## config.mk

```make
export PLATFORM = sky130hd
export DESIGN_NAME = sram_dma_writer
export DESIGN_NICKNAME = d
export VERILOG_FILES = /design/src/rtl/sram_dma_writer.sv
export SDC_FILE = /design/constraint.sdc
export NUM_CORES = 1
export LEC_CHECK = 0
export ABC_AREA = 1
export CAP_MARGIN = 20
export CORE_MARGIN = 2
export CORE_UTILIZATION = 47
export DETAILED_ROUTE_END_ITERATION = 6
export GPL_ROUTABILITY_DRIVEN = 0
export PLACE_DENSITY = 0.81
export RECOVER_POWER = 25
export SETUP_SLACK_MARGIN = 0.3
export SLEW_MARGIN = 20
export SYNTH_ARGS = -nofsm -noshare
export SYNTH_HDL_FRONTEND = slang
export SYNTH_SLANG_ARGS = --single-unit
export TNS_END_PERCENT = 30
```

## constraint.sdc

```tcl
create_clock -name clk -period 2.5 [get_ports clk]
set_clock_uncertainty 0.15 [all_clocks]
set_input_delay 0.625 -clock clk [delete_from_list [all_inputs] [get_ports clk]]
set_output_delay 0.625 -clock clk [all_outputs]
set_load 0.05 [all_outputs]
```

## src/rtl/sram_dma_writer.sv

```systemverilog
// Avalon-MM write master: drains 64-bit SRAM words as two 32-bit beats (high half first).
// Optional XOR checksum of accepted beats is enabled by defining DMA_XOR_SUM_EN.
module sram_dma_writer #(
   parameter int MASTER_ADDRESSWIDTH = 26,
   parameter int DATAWIDTH           = 32,
   parameter int ADDRSIZE            = 14,
   parameter int SRAMWIDTH           = 64,
   parameter int SRAM_RD_LAT         = 2
) (
   input  logic                           clk,
   input  logic                           reset,
   input  logic                           start,
   input  logic [MASTER_ADDRESSWIDTH-1:0] base_address,
   input  logic [ADDRSIZE-1:0]            sram_start_addr,
   input  logic [ADDRSIZE-1:0]            word_count,
   output logic                           busy,
   output logic                           done,
   output logic [ADDRSIZE-1:0]            words_sent,
   output logic [DATAWIDTH-1:0]           xor_sum,
   output logic [ADDRSIZE-1:0]            sram_addr,
   output logic                           sram_rden,
   input  logic [SRAMWIDTH-1:0]           sram_q,
   output logic [MASTER_ADDRESSWIDTH-1:0] master_address,
   output logic [DATAWIDTH-1:0]           master_writedata,
   output logic                           master_write,
   input  logic                           master_waitrequest
);

   typedef enum logic [2:0] {
      S_IDLE, S_RD, S_WAIT, S_WR_HI, S_WR_LO, S_FIN
   } state_t;

   state_t                         state, state_nxt;
   logic [MASTER_ADDRESSWIDTH-1:0] byte_addr;
   logic [ADDRSIZE-1:0]            sram_ptr;
   logic [ADDRSIZE-1:0]            word_total;
   logic [ADDRSIZE-1:0]            sent_cnt;
   logic [SRAMWIDTH-1:0]           word_hold;
   logic [2:0]                     lat_cnt;
   logic                           beat_ok;
   logic                           lat_done;
   logic                           last_word;

   assign beat_ok   = master_write && !master_waitrequest;
   assign lat_done  = (lat_cnt == 3'(SRAM_RD_LAT));
   assign last_word = (ADDRSIZE'(sent_cnt + 1'b1) == word_total);

   // NOTE: sequential state uses non-blocking assignments so every register samples pre-edge values.
   always_ff @(posedge clk) begin
      if (reset) state <= S_IDLE;
      else       state <= state_nxt;
   end

   // NOTE: every signal gets a default before the case so no latch is inferred.
   always_comb begin
      state_nxt = state;
      case (state)
         S_IDLE:  if (start) state_nxt = (word_count == '0) ? S_FIN : S_RD;
         S_RD:    state_nxt = S_WAIT;
         S_WAIT:  if (lat_done) state_nxt = S_WR_HI;
         S_WR_HI: if (beat_ok) state_nxt = S_WR_LO;
         S_WR_LO: if (beat_ok) state_nxt = last_word ? S_FIN : S_RD;
         S_FIN:   state_nxt = S_IDLE;
         default: state_nxt = S_IDLE;
      endcase
   end

   // Bus outputs are driven from held registers, so they stay frozen while waitrequest is high.
   always_comb begin
      busy             = (state != S_IDLE) && (state != S_FIN);
      done             = (state == S_FIN);
      sram_rden        = (state == S_RD);
      sram_addr        = sram_ptr;
      words_sent       = sent_cnt;
      master_write     = 1'b0;
      master_address   = '0;
      master_writedata = '0;
      if (state == S_WR_HI) begin
         master_write     = 1'b1;
         master_address   = byte_addr;
         master_writedata = word_hold[SRAMWIDTH-1:DATAWIDTH];
      end else if (state == S_WR_LO) begin
         master_write     = 1'b1;
         master_address   = byte_addr + MASTER_ADDRESSWIDTH'(4);
         master_writedata = word_hold[DATAWIDTH-1:0];
      end
   end

   always_ff @(posedge clk) begin
      if (reset) begin
         byte_addr  <= '0;
         sram_ptr   <= '0;
         word_total <= '0;
         sent_cnt   <= '0;
         word_hold  <= '0;
         lat_cnt    <= '0;
      end else begin
         case (state)
            S_IDLE: begin
               if (start) begin
                  byte_addr  <= base_address;
                  sram_ptr   <= sram_start_addr;
                  word_total <= word_count;
                  sent_cnt   <= '0;
               end
            end
            S_RD: lat_cnt <= 3'd1;
            S_WAIT: begin
               if (lat_done) word_hold <= sram_q;
               else          lat_cnt   <= lat_cnt + 3'd1;
            end
            S_WR_LO: begin
               // Pointer and address widths give the required modulo wrap for free.
               if (beat_ok) begin
                  byte_addr <= byte_addr + MASTER_ADDRESSWIDTH'(8);
                  sram_ptr  <= sram_ptr + 1'b1;
                  sent_cnt  <= sent_cnt + 1'b1;
               end
            end
            default: ;
         endcase
      end
   end

`ifdef DMA_XOR_SUM_EN
   logic [DATAWIDTH-1:0] xor_acc;

   always_ff @(posedge clk) begin
      if (reset)                          xor_acc <= '0;
      else if (state == S_IDLE && start)  xor_acc <= '0;
      else if (beat_ok)                   xor_acc <= xor_acc ^ master_writedata;
   end

   assign xor_sum = xor_acc;
`else
   assign xor_sum = '0;
`endif

endmodule

```

; Yosys cells after proc, flatten, opt, wreduce, memory -nomap -nowiden
; Index checks and enable logic that the tools add are counted.
[word_totals]
regBits = 138
inputBits = 122
out_inout_bits = 122
wordCells = 62
[classes]
add_sub_neg = 5
n_eq_ne = 13
mux = 24
reduce_logical = 13
[ops]
columns = operator, count
row1 = $mux W26, 4
row2 = $mux W32, 2
row3 = $mux W14, 4
row4 = $pmux W14 S2, 2
row5 = $pmux W26 S2, 1
row6 = $add A14 B1 Y14 const B, 2
row7 = $add A26 B3 Y26 const B, 1
row8 = $add A26 B4 Y26 const B, 1
row9 = $mux W3, 7
row10 = $pmux W3 S5, 1
row11 = $eq A14 B14 Y1, 1
row12 = $logic_not A14 Y1, 1
row13 = $ne A2 B2 Y1 const B, 5
row14 = $eq A3 B2 Y1 const B, 3
row15 = $eq A3 B3 Y1 const B, 2
row16 = $pmux W3 S2, 1
row17 = $reduce_and A2 Y1, 3
row18 = $reduce_and A4 Y1, 1
row19 = $reduce_bool A2 Y1, 2
row20 = $add A3 B1 Y3 const B, 1
row21 = $eq A3 B1 Y1 const B, 1
row22 = $logic_not A3 Y1, 1
row23 = $ne A3 B3 Y1 const B, 1
row24 = $reduce_and A3 Y1, 1
row25 = 4 further kinds, 6

; Longest topological paths before layout
[depth]
word_depth = 6
depth_mapped = 15
mapped_depth_nobuf = 15

; Least setup slack after synthesis
; Ideal clock, no wire load.
[synth_timing]
path_type = flip-flop to output port
from = reg state[1]
to = out master_address[9]
t_arrival_ps = 2329
required_ps = 1725
path_slack_ps = -604
path_stages_with_launch = 6
path_buffers = 1
cell_sequence = dfxtp_1 inv_2 nor3_1 inv_1 clkbuf_1 a311oi_1
[synth_between]
elab_chain_len = 3
word_cells_on_any_way = 4
classes_between = eq/ne: 2 / mux: 2
[synth_lines]
columns = element, line_no
row1 = from (decl), 33  ; state_t state, state_nxt;
row2 = from (signal assigned), 51  ; else state <= state_nxt;
row3 = $eq A3 B3 Y1, 82  ; end else if (state == S_WR_LO) begin
row4 = $mux W26, 82
row5 = $mux W26 *, 78  ; if (state == S_WR_HI) begin
row6 = to (decl), 23  ; output logic [MASTER_ADDRESSWIDTH-1:0] master_address,
; Mark *: on every way between the ends. The rest lies on a longest branch, timed or not.

; Worst setup path in the final report
[layout_timing]
from = reg byte_addr[13]
to = out master_address[16]
[layout_between]
elab_chain_len = 3
[layout_lines]
columns = element, line_no
row1 = from (decl), 34  ; logic [MASTER_ADDRESSWIDTH-1:0] byte_addr;
row2 = from (signal assigned), 101  ; byte_addr <= base_address;
row3 = from (signal assigned), 115  ; byte_addr <= byte_addr + MASTER_ADDRESSWIDTH'(8);
row4 = $add A26 B3 Y26, 84  ; master_address = byte_addr + MASTER_ADDRESSWIDTH'(4);
row5 = $mux W26, 82
row6 = $mux W26, 78
; No other way between the ends.

==> run metrics <==
post-synthesis sequential area ratio 0.359; Yosys top cell by area dfxtp_1; DR pass1 iterations 5; CTS tree done; Setup TNS -14380 ps; first-pass GRT wire length 45300 um; Via density 5.69; Final Hold Fails 0; clock root cell clkbuf_16; Critical Path End master_address[16]; Avg WL per Cell between 15 and 20 um; # nets final ~1600; Via Count approximately 9400; Critical Path Start byte_addr[13]; Die Height between 100 and 150 um; status finished with violations; Max-slew headroom 0.300; Post-route DRC 0; Yosys cell types 46; CP arrival roughly 2200 ps; post-synthesis async set-or-reset flop share 0; worst vdd ir around 0.45 mV; Clk Latency, worst-skew pair ~430 ps; warning count from the yosys run 0; Final Power between 8 and 9 mW; ys flop type dfxtp_1; worst min path class flop to flop; f_max approximately 330 MHz; Synth-to-Final Area Change 70.0%; Area contributors post-synth dfxtp_1 (36%), nand2_1 (9.7%), nor2_1 (9.1%); Critical Path RT 1730 ps; DR iter-0 viols just over 900; final setup margin -516 ps; RR Endpoint word_hold[35]; Worst setup SP type flop; Sw Pwr 3.61 mW; Crit Path Class flop to output pin; Ports ~240; Reg clk slew, reported paths ~70 ps; reg2reg setup slack -30 ps; RSZ-0062 raised after global routing yes; top-count cell post-synth nand2_1; post-route minimum period between 3000 and 4000 ps; P_int approximately 5.3 mW; max cap viols 0; Synth Register Bits 138; r2r startpoint state[2]; grt ovf 0; failing checks setup timing; Die ar. about 17000 um^2; Cell Area, Placed between 10000 and 15000 um^2; H-tree depth 4; Rows between 40 and 50; number of global-route vias before repair around 8900; syn avg cell area 6.75 um^2; synth cell count leaders nand2_1 (199), nor2_1 (186), dfxtp_1 (138), o21ai_0 (138), inv_1 (84); share of the synthesized area in the top cell type 0.359; global-route usage over all layers 0.320; sequential share of power 0.322; final non-filler cell total around 1700; fin crit share 1.21; port bufs 211; initial antenna violation count 0; PwrDens 684 nW/um^2; post-route ant nets 0; FF-to-FF path depth 6; Placed Cells roughly 1600; leakage between 5 and 6 nW; Clk pwr share 0.276; largest net degree at the start of global routing 65; crit end category output pin; switch share 0.403; CORE AREA 15900 um^2; Cell Area, Synth 7690 um^2; Initial Util 0.482; Design Area, Final approximately 13000 um^2; Post-synth EDFFs 0; Chip Width between 100 and 150 um; Syn Inst Count 1139; Max FO, Critical Path 4; post-DP HPWL 18100 um; CTS Buffer Depth 2; share of layout cells above drive strength 1 0.276; Slew Limit Fails 0; TritonCTS buffer count 17; CTS Sinks 138; antenna cells 0; final setup fails 65; Worst Tran Pin Value ~1000 ps; Comb power frac 0.403; Final Util 0.820; Routed Wire Length 30800 um
==> worst max-delay path, stage by stage, from the launching register on <==
cell     delay (ps)
dfxtp_4         400
inv_4            50
nor3_4          240
inv_2            70
nor2_1          110
nand4_1         260
o21ai_1         300
o311a_2         250
buf_12          140
==> how the worst min path moves through the flow <==
stage | from | to | slack, ps | cells past startpoint
after floorplan | byte_addr[0] | byte_addr[0] | 280 | 2
after global placement | byte_addr[0] | byte_addr[0] | 290 | 2
after detailed placement | byte_addr[1] | byte_addr[1] | 310 | 2
after CTS | byte_addr[1] | byte_addr[1] | 320 | 2
after global routing | word_total[12] | word_total[12] | 340 | 2
final | word_total[12] | word_total[12] | 320 | 2
==> state kept, by name, indices dropped and copies added, names as in the netlist <==
register,flops
lat_cnt,3
state,3
word_hold,64
word_total,14
sram_addr,14
byte_addr,26
words_sent,14
==> layout make-up <==
type	count	area (um^2)
clock inverters	15	140
repair buffers	337	4030
multi-input cells	845	5040
inverters	92	368
clock buffers	17	425
fillers	983	2870
flip-flops and latches	138	2800
well taps	216	270
==> metal layers <==
layer / vias up / wire, um / track usage
met1: 4419 / 11000 / 0.362
met3: 124 / 2970 / 0.101
met4: 0 / 1380 / 0.136
li1: 4336 / - / -
met2: 559 / 15400 / 0.556
met5: - / 0 / 0
==> through the flow <==
step	hold slack, ps	setup slack, ps
after global placement	287	-38.9
after floorplan	280	77.8
after global routing	342	-572
final	321	-516
after CTS	319	-464
after detailed placement	311	-105
==> cells in the final DEF, fill, tap and decap left out, drive strengths merged, types with 6 or more instances in the layout <==
cell             n
o21ai          140
clkinv           6
inv             96
nand3           60
a31oi           20
o22ai            9
nand4           11
a211oi           6
clkdlybuf4s15    9
a311oi           7
clkbuf          31
clkdlybuf4s50  121
nor3            17
nor2           194
a21oi           60
ha               6
dfxtp          138
xor2            18
buf            183
nand2          204
dlygate4sd2      9
a22o            32
conb            32
==> power groups by stage <==
stage / Clock [mW] / Combinational, mW / Sequential (mW)
CTS: 2.47 / 3.25 / 2.82
finish: 2.47 / 3.60 / 2.88
detailed placement: 0 / 2.90 / 2.83
global route: 2.59 / 3.82 / 2.91
floorplan: 0 / 1.71 / 3.00
global placement: 0 / 2.84 / 2.81
==> repair_timing <==
item	4_1_cts	5_1_grt
hold buffers	0	0
setup buffers	34	20
setup endpoints to repair	131	115
gates cloned	8	1
pin swaps	38	45
gates resized for setup	149	97
==> cells by family after synthesis <==
kind of cell    Yosys count  share of synthesized area
simple gates            495                      0.269
compound gates          291                      0.226
buf+inv                 187                      0.112
flops                   138                      0.359
xor+xnor                 21                     0.0239
fa+ha+maj                 6                    0.00976
other cells               1                   0.000488
(Power assumes the default switching activity.)
